## src/rtl/dmr_retry_buffer.sv

```systemverilog
// dmr_retry_buffer: issues upstream transactions toward a time-DMR stage,
// keeps a copy of every in-flight payload, and replays transactions that
// the DMR end stage reports as mismatched. Replays take priority over new
// traffic. A presented transaction stays frozen until it is accepted.
module dmr_retry_buffer #(
   parameter type DataType = logic [7:0],
   parameter int  IDSize   = 4
) (
   input  logic              clk_i,
   input  logic              rst_ni,
   input  DataType           data_i,
   input  logic              valid_i,
   output logic              ready_o,
   output DataType           data_o,
   output logic [IDSize-1:0] id_o,
   output logic              valid_o,
   input  logic              ready_i,
   input  logic              fb_valid_i,
   input  logic [IDSize-1:0] fb_id_i,
   input  logic              fb_needs_retry_i,
   output logic              fb_ready_o
);

   localparam int N = 2 ** IDSize;

   typedef logic [IDSize-1:0] id_t;
   typedef logic [IDSize:0]   cnt_t;

   localparam id_t  ID_ONE  = id_t'(1);
   localparam cnt_t CNT_ONE = cnt_t'(1);

   typedef enum logic {
      SEL_OPEN,
      SEL_HELD
   } sel_state_t;

   // In-flight table and issue counter
   logic [N-1:0] busy;
   DataType      table_data [N];
   id_t          next_id;

   // Retry FIFO of IDs
   id_t          fifo_mem [N];
   id_t          rd_ptr;
   id_t          wr_ptr;
   cnt_t         fifo_cnt;

   // Selection lock
   sel_state_t   sel_q;
   sel_state_t   sel_d;
   logic         held_retry;
   id_t          held_id;
   DataType      held_data;

   // Combinational selection and handshake decode
   logic         fifo_empty;
   id_t          head;
   logic         retry_elig;
   logic         new_elig;
   logic         pick_valid;
   logic         pick_retry;
   id_t          pick_id;
   DataType      pick_data;
   logic         out_valid;
   logic         hs;
   logic         issue;
   logic         pop;
   logic         fb_hit;
   logic         push;
   logic         release_id;
   logic         capture;

   // Pick the transaction to present: a held selection first, then retries, then new data
   always_comb begin
      fifo_empty = (fifo_cnt == '0);
      head       = fifo_mem[rd_ptr];
      retry_elig = !fifo_empty;
      new_elig   = valid_i && !busy[next_id] && fifo_empty;
      pick_valid = 1'b0;
      pick_retry = 1'b0;
      pick_id    = next_id;
      pick_data  = data_i;
      if (sel_q == SEL_HELD) begin
         pick_valid = 1'b1;
         pick_retry = held_retry;
         pick_id    = held_id;
         pick_data  = held_data;
      end else if (retry_elig) begin
         pick_valid = 1'b1;
         pick_retry = 1'b1;
         pick_id    = head;
         pick_data  = table_data[head];
      end else if (new_elig) begin
         pick_valid = 1'b1;
      end
      // Outputs are forced quiet while reset is held, even with upstream valid high
      out_valid  = pick_valid && rst_ni;
      hs         = out_valid && ready_i;
      issue      = hs && !pick_retry;
      pop        = hs && pick_retry;
      // Feedback for an ID that is not in flight is dropped
      fb_hit     = fb_valid_i && busy[fb_id_i];
      push       = fb_hit && fb_needs_retry_i;
      release_id = fb_hit && !fb_needs_retry_i;
      capture    = (sel_q == SEL_OPEN) && out_valid && !ready_i;
   end

   // Lock next-state: freeze a stalled presentation until downstream accepts it
   always_comb begin
      sel_d = sel_q;
      case (sel_q)
         SEL_OPEN: if (capture) sel_d = SEL_HELD;
         SEL_HELD: if (ready_i) sel_d = SEL_OPEN;
         default:  sel_d = SEL_OPEN;
      endcase
   end

   assign data_o     = pick_data;
   assign id_o       = pick_id;
   assign valid_o    = out_valid;
   assign ready_o    = ready_i && out_valid && !pick_retry;
   assign fb_ready_o = 1'b1;

   // Control state: busy bits, issue counter, FIFO pointers and lock state
   always_ff @(posedge clk_i or negedge rst_ni) begin
      if (!rst_ni) begin
         busy     <= '0;
         next_id  <= '0;
         rd_ptr   <= '0;
         wr_ptr   <= '0;
         fifo_cnt <= '0;
         sel_q    <= SEL_OPEN;
      end else begin
         sel_q <= sel_d;
         if (issue) begin
            busy[next_id] <= 1'b1;
            next_id       <= next_id + ID_ONE;
         end
         if (release_id) begin
            busy[fb_id_i] <= 1'b0;
         end
         if (push) begin
            wr_ptr <= wr_ptr + ID_ONE;
         end
         if (pop) begin
            rd_ptr <= rd_ptr + ID_ONE;
         end
         if (push && !pop) begin
            fifo_cnt <= fifo_cnt + CNT_ONE;
         end else if (pop && !push) begin
            fifo_cnt <= fifo_cnt - CNT_ONE;
         end
      end
   end

   // Storage: payload copies, queued IDs and the held selection (no reset needed)
   always_ff @(posedge clk_i) begin
      if (issue) begin
         table_data[next_id] <= pick_data;
      end
      if (push) begin
         fifo_mem[wr_ptr] <= fb_id_i;
      end
      if (capture) begin
         held_retry <= pick_retry;
         held_id    <= pick_id;
         held_data  <= pick_data;
      end
   end

endmodule

```

## config.mk

```make
export PLATFORM = sky130hd
export DESIGN_NAME = dmr_retry_buffer
export DESIGN_NICKNAME = d
export VERILOG_FILES = /design/src/rtl/dmr_retry_buffer.sv
export SDC_FILE = /design/constraint.sdc
export NUM_CORES = 1
export LEC_CHECK = 0
export ABC_AREA = 1
export CAP_MARGIN = 10
export CORE_ASPECT_RATIO = 0.5
export CORE_MARGIN = 2
export CORE_UTILIZATION = 40
export CTS_CLUSTER_SIZE = 24
export DETAILED_ROUTE_END_ITERATION = 6
export DONT_BUFFER_PORTS = 1
export SLEW_MARGIN = 20
export SYNTH_ARGS = -nofsm -noshare
export SYNTH_HDL_FRONTEND = slang
export SYNTH_SLANG_ARGS = --single-unit
```

## constraint.sdc

```tcl
create_clock -name clk_i -period 2.9 [get_ports clk_i]
set_clock_uncertainty 0.15 [all_clocks]
set_input_delay 0 -clock clk_i [delete_from_list [all_inputs] [get_ports clk_i]]
set_output_delay 0 -clock clk_i [all_outputs]
set_load 0.03 [all_outputs]
```

==> flow_summary.ini, run 1 <==
[worst_setup_path]
worstPathMaxFanout = 7
worst_setup_path_end_kind = output port
critical-path-max-stage-delay_ns = 0.37
cp_data_arrival_time_ns = 3.03
critical_path.slowest_cell = sky130_fd_sc_hd__dfrtp_1
setup.worst_path.class = register to output port
crit_path_launch_type = register
timing.rr.start = rd_ptr[1]$_DFFE_PN0P_
rr_endpoint = table_data[12][0]$_DFFE_PP_
cp_num_buf_inv = 6
cp_data_required_time_ns = 2.75
critical_path.top_delay_family = simple AND/OR/NAND/NOR gates
r2r_slack_ns = -0.07
reg2reg_depth = 18
sequence_of_cells_on_the_critical_path = buf_12, nand2_2, inv_4, nand2_1, nor2_2, nor2_4, nand2_4, clkbuf_16, clkbuf_16, nand3b_1, nand3_1, nand3_2, nand3_2, nand3_2, nand2_2, nand2_2, buf_12, buf_8

[job]
drv_cap = 0

[status]
run_status = complete, but fails checks
failed_checks = hold timing, setup timing

[clock_network]
cts_made_buffers = 23
htree_levels = 1
tritoncts_clock_tree = done
max-clock-path-buffers = 3
clk_pin_slew_worst_paths_ns = 0.07
clkSinkCount = 239
clock_tree.root_cell = sky130_fd_sc_hd__clkbuf_16
clock_insertion_delay_worst_skew_ns = 0.52

[drt]
ant_nets = 0
wire_per_inst_um = 18.8
met2_wirelength_mm = 14.9
postRouteWirelength_mm = 30.8
drc = 0
drt_pre_antenna_iters = 5
num_vias = 8615
met3RoutedLength_mm = 2.11
met1_length_mm = 12.9
detail_route.vias_per_cell = 5.28
detailedRoute.firstIterationViolations = 854
route.top_layer_used = met4

[grt]
antenna_violations_before_repair = 1
maximum_number_of_pins_on_one_net_before_global_route_repair = 35
grt_first_pass_wirelength_mm = 43.9
first_global_vias = 7967
residual_overflow_from_global_routing = 0
overall_global_routing_resource_usage = 0.196

[floorplanning]
io_pins = 33
die-area_sq_um = 29200
dieHeight_um = 122
core_area_sq_um = 27500
placement_rows = 43
die_width_um = 240
start_util = 0.404

[finish]
final_layout_size_suffix_gt1_frac = 0.251
fillCellCount = 2297
final_area_sq_um = 14700
multi_input_area_sq_um = 3850
final_cell_mix = 205 x sky130_fd_sc_hd__edfxtp_1, 189 x sky130_fd_sc_hd__nand2_1, 115 x sky130_fd_sc_hd__nor2_1
regArea_sq_um = 7010
fin_nets = 1265
layout_commonest_cell = sky130_fd_sc_hd__edfxtp_1
area.growth.synth_to_final_pct = 32.8

[logic_synthesis]
synth_sequential_area_ratio = 0.631
synth_nets = 1114
synthDistinctLibCells = 34
synth_enable_flop_cells = 205
post_synth_instance_area_sq_um = 11100
netlist_instances = 1082
synth_seq_cells = 239
yosys_warnings = 0
syn-mean-instance-area_sq_um = 10.3
ys_async_sr_fraction = 0.142
dominantRegCellSynth = sky130_fd_sc_hd__edfxtp_1

[timing]
final_slew_viol_count = 0
final_period_minus_worst_setup_slack_ns = 3.18
final_report_hold_violation_count = 17
min_period_over_period = 1.10
max_slew_margin_vs_limit = 0.433
setup_violations = 26
setup_repair_after_global_routing_missed_its_margin = true
slew_worst_pin_ns = 0.850
fin_ws_ns = -0.280
fmax_ghz = 0.314
hold_slack_ns = -0.0214

[placement]
routabilityCongestion = 0.929
post-dp-hpwl_mm = 17.5
port_buffers = 0
post-place-ws_ns = -0.164
postPlaceCellArea_sq_um = 12100

[hold_path]
min-delay-start = data_i[6]
worst_hold_path_cell_count = 6
hold-path-endpoint = table_data[1][6]$_DFFE_PP_
worstHoldPathType = input pin to register
cells by family after synthesis:
kind of cell	synth area share
AND/OR/NAND/NOR	0.235
AO/OA/AOI/OAI	0.0360
other	0.000338
XOR/XNOR	0.00789
adder cells (fa/ha/maj)	0.0165
flip-flops	0.631
buffers and inverters	0.0727
synth_stat cells (2+ instances only):
cell	number	area share
sky130_fd_sc_hd__buf_6	12	0.012
sky130_fd_sc_hd__o21ai_1	4	0.0018
sky130_fd_sc_hd__xor2_1	8	0.0063
sky130_fd_sc_hd__o211ai_1	6	0.0041
sky130_fd_sc_hd__a21oi_1	13	0.0059
sky130_fd_sc_hd__inv_1	114	0.039
sky130_fd_sc_hd__clkbuf_1	6	0.0020
sky130_fd_sc_hd__nand3_1	154	0.069
sky130_fd_sc_hd__ha_1	13	0.015
sky130_fd_sc_hd__o221ai_1	4	0.0032
sky130_fd_sc_hd__nand2_1	221	0.075
sky130_fd_sc_hd__edfxtp_1	205	0.55
sky130_fd_sc_hd__xnor2_1	2	0.0016
sky130_fd_sc_hd__o22ai_1	3	0.0017
sky130_fd_sc_hd__nor2_1	128	0.043
sky130_fd_sc_hd__nand4_1	4	0.0023
sky130_fd_sc_hd__buf_4	16	0.011
sky130_fd_sc_hd__inv_2	7	0.0024
sky130_fd_sc_hd__nand2_2	5	0.0028
sky130_fd_sc_hd__a22oi_1	3	0.0020
sky130_fd_sc_hd__nor3_1	15	0.0068
sky130_fd_sc_hd__buf_2	13	0.0059
sky130_fd_sc_hd__dfrtp_1	34	0.077
sky130_fd_sc_hd__nand3_2	2	0.0018
sky130_fd_sc_hd__nand3b_1	48	0.032
sky130_fd_sc_hd__o21ai_0	33	0.015
sky130_fd_sc_hd__a31oi_1	2	0.0011
layer usage:
| metal | GRT usage | up-vias |
|---|---|---|
| li1 | - | 3968 |
| met1 | 0.268 | 4242 |
| met2 | 0.320 | 338 |
| met3 | 0.0342 | 67 |
| met4 | 0.0621 | 0 |
| met5 | 0 | - |
state kept, by name, summed over array words and instances, names as in the netlist:
| name | count |
|---|---|
| table_data | 128 |
| fifo_mem | 64 |
| busy | 16 |
| held_data | 8 |
| fifo_cnt | 5 |
| held_id | 4 |
| next_id | 4 |
| rd_ptr | 4 |
| wr_ptr | 4 |
| held_retry | 1 |
| sel_q | 1 |
per-stage QoR:
step                hold WS (ns)  cells  TNS, ns  utilization
floorplan                 -0.446   1082   -0.127            -
global route              0.0126   1632    -7.19        0.536
global placement          -0.444   1505        0        0.441
CTS                       0.0437   1600   -0.994        0.499
finish                   -0.0214   1633    -2.03        0.536
detailed placement        -0.444   1505   -0.266        0.441
timing repair:
item,CTS,global route
setup buffers,21,21
gates resized for setup,69,154
setup endpoints to repair,11,169
hold buffers,28,0
pin swaps,21,63
endpoints found under the hold margin,202,0
gates cloned,4,18
how the worst max path moves through the flow:
| stage | cells after the start | end | slack (ns) | startpoint |
|---|---|---|---|---|
| after floorplan | 19 | fifo_cnt[4]$_DFFE_PN0P_ | -0.13 | next_id[1]$_DFFE_PN0P_ |
| after global placement | 17 | fifo_cnt[4]$_DFFE_PN0P_ | 0.005 | next_id[0]$_DFFE_PN0P_ |
| after detailed placement | 18 | fifo_cnt[4]$_DFFE_PN0P_ | -0.16 | next_id[0]$_DFFE_PN0P_ |
| after CTS | 19 | data_o[0] | -0.15 | rd_ptr[0]$_DFFE_PN0P_ |
| after global routing | 18 | data_o[0] | -0.36 | rd_ptr[1]$_DFFE_PN0P_ |
| final | 18 | data_o[0] | -0.28 | rd_ptr[1]$_DFFE_PN0P_ |
worst register-to-register path, cell delays in order (launching register included):
cell                        delay, ns
sky130_fd_sc_hd__dfrtp_1         0.37
sky130_fd_sc_hd__buf_12          0.14
sky130_fd_sc_hd__nand2_2         0.08
sky130_fd_sc_hd__inv_4           0.10
sky130_fd_sc_hd__nand2_1         0.08
sky130_fd_sc_hd__nor2_2          0.18
sky130_fd_sc_hd__nor2_4          0.07
sky130_fd_sc_hd__nand2_4         0.15
sky130_fd_sc_hd__clkbuf_16       0.21
sky130_fd_sc_hd__clkbuf_16       0.15
sky130_fd_sc_hd__nand3b_1        0.11
sky130_fd_sc_hd__nand3_1         0.15
sky130_fd_sc_hd__nand3_2         0.12
sky130_fd_sc_hd__nand3_2         0.08
sky130_fd_sc_hd__nand3_2         0.09
sky130_fd_sc_hd__nand2_2         0.10
sky130_fd_sc_hd__nand2_2         0.08
sky130_fd_sc_hd__buf_12          0.14
sky130_fd_sc_hd__buf_4           0.17
cell type report:
type,instances,area share
diodes,1,0.000170
clock buffers,34,0.0446
clock inverters,8,0.00501
inverters,123,0.0340
multi-input cells,673,0.261
flip-flops and latches,239,0.476
well taps,382,0.0324
repair buffers,172,0.146
repair inverters,1,0.000594
Power of run 1 is left out: the tool's default activity adds up to more than one toggle a clock period on the data nets, which glitch-free logic cannot reach.
==> run 2: changes to the inputs <==
--- a/config.mk
+++ b/config.mk
@@ -9,7 +9,7 @@
 export CAP_MARGIN = 10
 export CORE_ASPECT_RATIO = 0.5
 export CORE_MARGIN = 2
-export CORE_UTILIZATION = 40
+export CORE_UTILIZATION = 45
 export CTS_CLUSTER_SIZE = 24
 export DETAILED_ROUTE_END_ITERATION = 6
 export DONT_BUFFER_PORTS = 1
==> constraint.sdc (replaced) <==
create_clock -name clk_i -period 2.6 [get_ports clk_i]
set_clock_uncertainty 0.15 [all_clocks]
set_input_delay 0 -clock clk_i [delete_from_list [all_inputs] [get_ports clk_i]]
set_output_delay 0 -clock clk_i [all_outputs]
set_load 0.03 [all_outputs]
==> run 2 against run 1 <==
The run ends with setup timing left. Register-to-register slack lost 0.30 ns. Hold slack better by 0.030 ns. Wire length increased by 5.5%. Via count is 2.2% higher. First-iteration DRC count is 15% higher. Largest cell class unchanged. Critical path type unchanged. Final area up 6.5%. Non-clock buffer count increased by 70.
==> flow_summary.ini, run 2 (same netlist as run 1, synthesis figures left out) <==
[finish]
final_area_sq_um = 15700
final_layout_size_suffix_gt1_frac = 0.340
final_cell_mix = 205 x sky130_fd_sc_hd__edfxtp_1, 170 x sky130_fd_sc_hd__nand2_1, 109 x sky130_fd_sc_hd__inv_1, 109 x sky130_fd_sc_hd__nor2_1, 105 x sky130_fd_sc_hd__buf_4
registers.top_by_ff_count = table_data
area.growth.synth_to_final_pct = 41.4
largest_register_ffs = 128
fin_nets = 1334
antennaDiodeCount = 0
fillCellCount = 1788
layout_commonest_cell = sky130_fd_sc_hd__edfxtp_1
largest_registers = table_data x128, fifo_mem x64, busy x16

[floorplanning]
die-area_sq_um = 26000
placement_rows = 40
core_area_sq_um = 24100
dieHeight_um = 115
start_util = 0.460
io_pins = 33
die_width_um = 226

[worst_setup_path]
crit_path_launch_type = register
worst_setup_path_end_kind = output port
worstPathMaxFanout = 11
sequence_of_cells_on_the_critical_path = inv_4, buf_12, buf_6, nand2_2, nand2_1, nand2_1, nand3_2, nand2_4, nand2_8, buf_12, buf_4, nand2_2, nand3_2, nand3_2, nand3_2, nand3_2, nand2_1, nand2_2, buf_12, buf_8
setup.worst_path.class = register to output port
cp_data_required_time_ns = 2.45
cp_data_arrival_time_ns = 2.94
critical_path.slowest_cell = sky130_fd_sc_hd__dfrtp_2
crit_path_frequent_cell = sky130_fd_sc_hd__nand3_2
critical-path-max-stage-delay_ns = 0.42

[timing]
setup_violations = 165
slew_worst_pin_ns = 0.891
final_period_minus_worst_setup_slack_ns = 3.09
final_report_hold_violation_count = 0
final_slew_viol_count = 0
max_slew_margin_vs_limit = 0.406
setup_repair_after_global_routing_missed_its_margin = true
min_period_over_period = 1.19
fmax_ghz = 0.324
fin_ws_ns = -0.488

[drt]
wire_per_inst_um = 19.6
drc = 0
ant_nets = 0
detailedRoute.firstIterationViolations = 979
postRouteWirelength_mm = 32.5
detail_route.vias_per_cell = 5.32
num_vias = 8805
drt_pre_antenna_iters = 7

[hold_path]
worstHoldPathType = input pin to register

[clock_network]
clock_tree.root_cell = sky130_fd_sc_hd__clkbuf_16
htree_levels = 1
clkSinkCount = 239
tritoncts_clock_tree = done
max-clock-path-buffers = 3
clk_pin_slew_worst_paths_ns = 0.06
clock_insertion_delay_worst_skew_ns = 0.51
cts_made_buffers = 23

[grt]
first_global_vias = 8654
maximum_number_of_pins_on_one_net_before_global_route_repair = 35
overall_global_routing_resource_usage = 0.240
antenna_violations_before_repair = 0
grt_first_pass_wirelength_mm = 47.7
residual_overflow_from_global_routing = 0

[placement]
port_buffers = 0
post-dp-hpwl_mm = 18.9
routabilityCongestion = 0.887
postPlaceCellArea_sq_um = 12400

[status]
failed_checks = setup timing
run_status = complete, but fails checks

[job]
drv_cap = 0
run 2: repair_timing:
item,in CTS,in global routing
gates resized for setup,210,154
hold endpoints to repair,234,5
buffers inserted,39,27
gates cloned,9,8
hold buffers,25,1
endpoints found under the setup margin,147,303
pin swaps,80,52
run 2: worst paths after layout:
path / endpoint / cells past startpoint / slack, ns / start
setup / recovery: data_o[0] / 20 / -0.49 / rd_ptr[0]$_DFFE_PN0P_
hold / removal: fifo_mem[14][0]$_DFFE_PP_ / 1 / 0.009 / fb_id_i[0]
setup reg to reg: table_data[12][0]$_DFFE_PP_ / 20 / -0.37 / rd_ptr[0]$_DFFE_PN0P_
hold reg to reg: busy[5]$_DFF_PN0_ / 2 / 0.35 / busy[5]$_DFF_PN0_
max in group asynchronous: rd_ptr[0]$_DFFE_PN0P_ / 4 / 1.61 / rst_ni
min in group asynchronous: busy[2]$_DFF_PN0_ / 4 / 0.50 / rst_ni
run 2: critical path: cells and delay by family (launching register included):
kind                   cells  cell delay [ns]
buffers and inverters      7             0.87
flip-flops                 1             0.42
AND/OR/NAND/NOR           13             1.11
run 2: metal layers:
metal / track usage / wire [um] / up-vias
met3: 0.0335 / 2020 / 58
met4: 0.0715 / 788 / 0
met5: 0 / 0 / -
met2: 0.408 / 15900 / 332
li1: - / - / 4110
met1: 0.327 / 13800 / 4305
run 2: layout make-up:
cell class,instances,area (sq um),share of cell area
clock inverters,10,63.8,0.00407
flip-flops and latches,239,7010,0.447
clock buffers,31,636,0.0405
inverters,123,499,0.0318
repair buffers,242,2800,0.178
multi-input cells,673,4270,0.272
well taps,336,420,0.0268
run 2: per-stage QoR:
| step | hold WS [ns] | util | TNS [ns] | std cells | worst slack [ns] |
|---|---|---|---|---|---|
| after global routing | 0.0113 | 0.651 | -50.63 | 1654 | -0.603 |
| after CTS | 0.0140 | 0.615 | -30.20 | 1624 | -0.401 |
| final | 0.00892 | 0.651 | -26.29 | 1654 | -0.488 |
| after global placement | -0.445 | 0.515 | -10.79 | 1511 | -0.146 |
| after detailed placement | -0.445 | 0.515 | -16.63 | 1511 | -0.250 |
| after floorplan | -0.446 | - | -1.15 | 1082 | -0.291 |
Power of run 2 is left out for the same reason.
